$ cat src/rtl/aes_inv_sbox_stream.sv
// Streaming AES InvSubBytes engine, NUM_LANES bytes/beat, 2-stage pipe.
// Optional forward S-box mode selected per beat when AES_FWD_SBOX_EN is defined.
module aes_inv_sbox_stream #(
  parameter int NUM_LANES = 4
) (
  input  logic                   clk,
  input  logic                   rst_n,
  input  logic                   in_valid,
  output logic                   in_ready,
  input  logic [8*NUM_LANES-1:0] in_data,
  input  logic                   in_last,
  output logic                   out_valid,
  input  logic                   out_ready,
  output logic [8*NUM_LANES-1:0] out_data,
  output logic                   out_last,
  output logic                   err_frame,
  input  logic                   clr_err
`ifdef AES_FWD_SBOX_EN
  ,
  input  logic                   mode_fwd
`endif
);

  localparam int WPB = 16 / NUM_LANES;
  localparam int CW  = (WPB > 1) ? $clog2(WPB) : 1;
  localparam int DW  = 8 * NUM_LANES;
  localparam logic [CW-1:0] CNT_MAX = CW'(WPB - 1);

  function automatic logic [7:0] xt(input logic [7:0] a);
    return {a[6:0], 1'b0} ^ (a[7] ? 8'h1b : 8'h00);
  endfunction

  function automatic logic [7:0] gf_mul(
    input logic [7:0] a,
    input logic [7:0] b
  );
    logic [7:0] p;
    logic [7:0] aa;
    p  = 8'h00;
    aa = a;
    for (int i = 0; i < 8; i++) begin
      if (b[i]) p = p ^ aa;
      aa = xt(aa);
    end
    return p;
  endfunction

  // a^254 == a^-1 in GF(2^8); maps 0 to 0 naturally
  function automatic logic [7:0] gf_inv(input logic [7:0] a);
    logic [7:0] r;
    logic [7:0] p;
    r = 8'h01;
    p = a;
    for (int i = 0; i < 7; i++) begin
      p = gf_mul(p, p);
      r = gf_mul(r, p);
    end
    return r;
  endfunction

  function automatic logic [7:0] inv_aff(input logic [7:0] x);
    logic [7:0] y;
    logic [7:0] c;
    c = 8'h05;
    y = 8'h00;
    for (int i = 0; i < 8; i++) begin
      y[i] = x[(i + 2) % 8] ^ x[(i + 5) % 8]
           ^ x[(i + 7) % 8] ^ c[i];
    end
    return y;
  endfunction

`ifdef AES_FWD_SBOX_EN
  function automatic logic [7:0] fwd_aff(input logic [7:0] x);
    logic [7:0] y;
    logic [7:0] c;
    c = 8'h63;
    y = 8'h00;
    for (int i = 0; i < 8; i++) begin
      y[i] = x[i] ^ x[(i + 4) % 8] ^ x[(i + 5) % 8]
           ^ x[(i + 6) % 8] ^ x[(i + 7) % 8] ^ c[i];
    end
    return y;
  endfunction
`endif

  logic          adv;
  logic          accept;
  logic [CW-1:0] cnt;
  logic          cnt_end;
  logic          beat_last;
  logic          frame_bad;
  logic          s1_valid;
  logic          s1_last;
  logic [DW-1:0] s1_data;
  logic [DW-1:0] s1_nxt;
  logic [DW-1:0] s2_nxt;
`ifdef AES_FWD_SBOX_EN
  logic          s1_fwd;
`endif

  assign adv       = !out_valid || out_ready;
  assign in_ready  = rst_n && adv;
  assign accept    = in_valid && in_ready;
  assign cnt_end   = (cnt == CNT_MAX);
  assign beat_last = cnt_end || in_last;
  assign frame_bad = in_last ^ cnt_end;

  always_comb begin
    s1_nxt = '0;
    for (int k = 0; k < NUM_LANES; k++) begin
`ifdef AES_FWD_SBOX_EN
      s1_nxt[8*k +: 8] = mode_fwd ? gf_inv(in_data[8*k +: 8])
                                  : inv_aff(in_data[8*k +: 8]);
`else
      s1_nxt[8*k +: 8] = inv_aff(in_data[8*k +: 8]);
`endif
    end
  end

  always_comb begin
    s2_nxt = '0;
    for (int k = 0; k < NUM_LANES; k++) begin
`ifdef AES_FWD_SBOX_EN
      s2_nxt[8*k +: 8] = s1_fwd ? fwd_aff(s1_data[8*k +: 8])
                                : gf_inv(s1_data[8*k +: 8]);
`else
      s2_nxt[8*k +: 8] = gf_inv(s1_data[8*k +: 8]);
`endif
    end
  end

  always_ff @(posedge clk or negedge rst_n) begin
    if (!rst_n) begin
      cnt       <= '0;
      err_frame <= 1'b0;
      s1_valid  <= 1'b0;
      s1_last   <= 1'b0;
      s1_data   <= '0;
      out_valid <= 1'b0;
      out_last  <= 1'b0;
      out_data  <= '0;
`ifdef AES_FWD_SBOX_EN
      s1_fwd    <= 1'b0;
`endif
    end else begin
      // a premature in_last resyncs the counter to the sender
      if (accept) begin
        cnt <= beat_last ? '0 : cnt + 1'b1;
      end
      if (accept && frame_bad) begin
        err_frame <= 1'b1;
      end else if (clr_err) begin
        err_frame <= 1'b0;
      end
      if (adv) begin
        s1_valid  <= accept;
        out_valid <= s1_valid;
        if (accept) begin
          s1_data <= s1_nxt;
          s1_last <= beat_last;
`ifdef AES_FWD_SBOX_EN
          s1_fwd  <= mode_fwd;
`endif
        end
        if (s1_valid) begin
          out_data <= s2_nxt;
          out_last <= s1_last;
        end
      end
    end
  end

endmodule

$ cat config.mk
export PLATFORM = sky130hd
export DESIGN_NAME = aes_inv_sbox_stream
export DESIGN_NICKNAME = d
export VERILOG_FILES = /design/src/rtl/aes_inv_sbox_stream.sv
export SDC_FILE = /design/constraint.sdc
export NUM_CORES = 2
export LEC_CHECK = 0
export ABC_CLOCK_PERIOD_IN_PS = 33500
export CELL_PAD_IN_SITES_DETAIL_PLACEMENT = 1
export CELL_PAD_IN_SITES_GLOBAL_PLACEMENT = 1
export CORE_ASPECT_RATIO = 0.5
export CORE_UTILIZATION = 54
export CTS_BUF_LIST = sky130_fd_sc_hd__clkbuf_4
export DETAILED_ROUTE_END_ITERATION = 8
export HOLD_SLACK_MARGIN = 0.03
export PLACE_DENSITY = 0.9
export SLEW_MARGIN = 25
export SYNTH_ARGS = -nofsm -noshare
export SYNTH_HDL_FRONTEND = slang
export SYNTH_SLANG_ARGS = --single-unit
export TNS_END_PERCENT = 1
$ cat constraint.sdc
create_clock -name clk -period 33.5 [get_ports clk]
set_input_delay 8.375 -clock clk [delete_from_list [all_inputs] [get_ports clk]]
set_output_delay 8.375 -clock clk [all_outputs]
set_load 0.01 [all_outputs]
==> results_dict.tcl <==
set metrics [dict create \
    avgViaCountPerCell 6.358 \
    synth.largest_area_cell "xnor2_1" \
    ys_types 133 \
    grt_max_degree 72 \
    fillers 13970 \
    synth-simple-area-share_pct 21.38 \
    grt_overflow_total 0 \
    grt_pass1_wl_um 320500 \
    synthMuxAreaShare_pct 4.568 \
    core_um2 108300 \
    yosysMostFrequentCell "xnor2_1" \
    post-route-period-util_pct 55.42 \
    cts_tree "done" \
    fmax_mhz 53.86 \
    ant_nets 0 \
    synth_compound_area_share_pct 18.89 \
    drv_cap 0 \
    post_cts_buffers 0 \
    rsz0062_at_grt "false" \
    drv_slew 0 \
    antenna_found_initial 2 \
    path_class "reg2reg" \
    synth_area_per_cell_um2 7.335 \
    synth_fa_ha_area_share_pct 0.6487 \
    grt_pass1_vias 61370 \
    die_width_um 471.1 \
    slowest_stage "ha_1" \
    track_usage_pct 33.96 \
    row_count 85 \
    cts_resized 0 \
    cp_max_fo 32 \
    cts_max_level 3 \
    num_io_pins 74 \
    required_ns 34.06 \
    portBuffers 73 \
    routed_wl_um 196300 \
    synthFlopType "dfrtp_1" \
    min_period_ns 18.57 \
    layout.nets 7965 \
    async_reset_ff_share_pct 100.0 \
    drc 0 \
    finalSetupViolations 0 \
    hold_buffers 0 \
    relSlewSlack_pct 25.97 \
    syn_nets 8167 \
    fin_util_pct 57.40 \
    finClkSkew_ns 0.06505 \
    insertion_delay_ns 0.66 \
    clockBufferDepth 2 \
    status "finished, final reports clean" \
    synth_enable_flop_cells 0 \
    cts.sinks 71 \
    netlist.area_leader.share_pct 24.02 \
    cts_inserted_buffers 9 \
    ys_seq_area_share_pct 2.991 \
    drive_gt1_share_pct 9.567 \
    slowest_delay_ns 0.88 \
    dieArea_um2 111400 \
    gp_congestion 0.8936 \
    clk_pin_slew_ns 0.15 \
    start_util_pct 54.87 \
    hold_class "reg2reg" \
    synth_warnings 0 \
    synthesis.area_um2 59410 \
    fin_tns_setup_ns 0 \
    worst_setup_path_start_kind "register" \
    tightest_slew_ns 1.103 \
    routedWlPerCell_um 21.02 \
    synthTopCellsByCount "xnor2_1 (1629), nor2_1 (1199), nand2_1 (858)" \
    cts_root_buf "clkbuf_4" \
    netlist_instances 8099 \
    arrival_ns 19.13 \
    cp-end-kind "register" \
    whs_path_depth 2 \
    die_h_um 236.5 \
    synth_xor_area_share_pct 46.95 \
    dp_hpwl_um 144000 \
    synth_top_family_by_area "XOR/XNOR gates" \
    first_iter_violations 4487 \
    r2r_cells 50 \
    vias 59390 \
    synthTopCellsByArea "xnor2_1 (24%), xnor3_1 (7.8%), nor2_1 (7.6%)" \
    area_growth_pct 4.610 \
    firstDrtPassIters 6 \
    hold_violations 0 \
    crit_top_cell "xnor2_1" \
    synth-seq-cells 71 \
]
==> stage by stage <==
step                hold WS [ns]  setup WS (ns)  instances  cell area [µm²]
finish                    0.5007          14.93       9342            62150
global route              0.5356          13.76       9342            62150
CTS                       0.5065          15.17       9337            62030
detailed placement        0.4770          15.22       9321            61910
global placement          0.4580          15.39       9321            61880
floorplan                 0.4365          16.39       8099            59410
==> routing by layer <==
layer  wire length [µm]  part of all wire, %  up-vias  global-route usage, %
li1                   -                    -    27550                      -
met1              85390                   43    29720                  44.08
met2              97430                   50     1767                  60.24
met3               9213                  4.7      353                  1.951
met4               4307                  2.2        0                  10.52
met5                  0                    0        -                      0
==> state kept, by name (all words and copies together), names as in the netlist <==
signal,cells
out_data,32
s1_data,32
cnt,2
err_frame,1
out_last,1
out_valid,1
s1_last,1
s1_valid,1
==> kinds of logic (layout without fill, tap and decap cells) <==
family	count (synthesis)	after routing
xor+xnor	2499	2499
fa+ha+maj	31	31
other cells	0	5
flops	71	71
mux	261	261
compound gates	1691	1691
simple gates	2911	2911
buf+inv	635	438
==> placed cells by master (no fill, tap or decap), types with 71 or more instances in the layout <==
master	n
nor3_1	201
nand2_1	856
inv_1	75
xnor2_2	180
a31oi_1	79
clkdlybuf4s50_1	72
nor2_1	1198
xor2_1	380
mux2i_1	200
nand3_1	206
a21oi_1	401
dfrtp_1	71
o21ai_0	352
a211oi_1	95
o22ai_1	99
xnor3_1	205
buf_4	244
xnor2_1	1569
==> cell type report <==
type                            instances  area [µm²]  area share, %
Antenna cell                            5       12.51        0.02013
Inverter                              106       397.9         0.6402
Sequential cell                        71        1777          2.859
Multi-Input combinational cell       7393       55490          89.29
Clock buffer                            9       67.56         0.1087
Timing Repair Buffer                  316        2552          4.107
Tap cell                             1435        1795          2.889
Clock inverter                          7       56.30        0.09060
==> worst paths after layout <==
| path | startpoint | to | slack [ns] |
|---|---|---|---|
| max in group asynchronous | rst_n | out_data[0] | 24.77 |
| hold / removal | out_data[0] | out_data[0] | 0.50 |
| min in group asynchronous | rst_n | s1_data[14] | 7.59 |
| setup reg to reg | s1_data[23] | out_data[20] | 14.93 |
| setup / recovery | s1_data[23] | out_data[20] | 14.93 |
| hold reg to reg | out_data[0] | out_data[0] | 0.50 |
==> worst max-delay path, delay by kind of cell (launching register included) <==
| family | cells | cell delay [ns] |
|---|---|---|
| xor+xnor | 17 | 6.37 |
| simple gates | 14 | 5.32 |
| compound gates | 13 | 3.19 |
| fa+ha+maj | 2 | 1.35 |
| mux | 3 | 0.88 |
| flops | 1 | 0.86 |
| buf+inv | 1 | 0.48 |
Power is not shown: default switching activity piles up to over one toggle a cycle in this logic, so the estimate is an artifact.
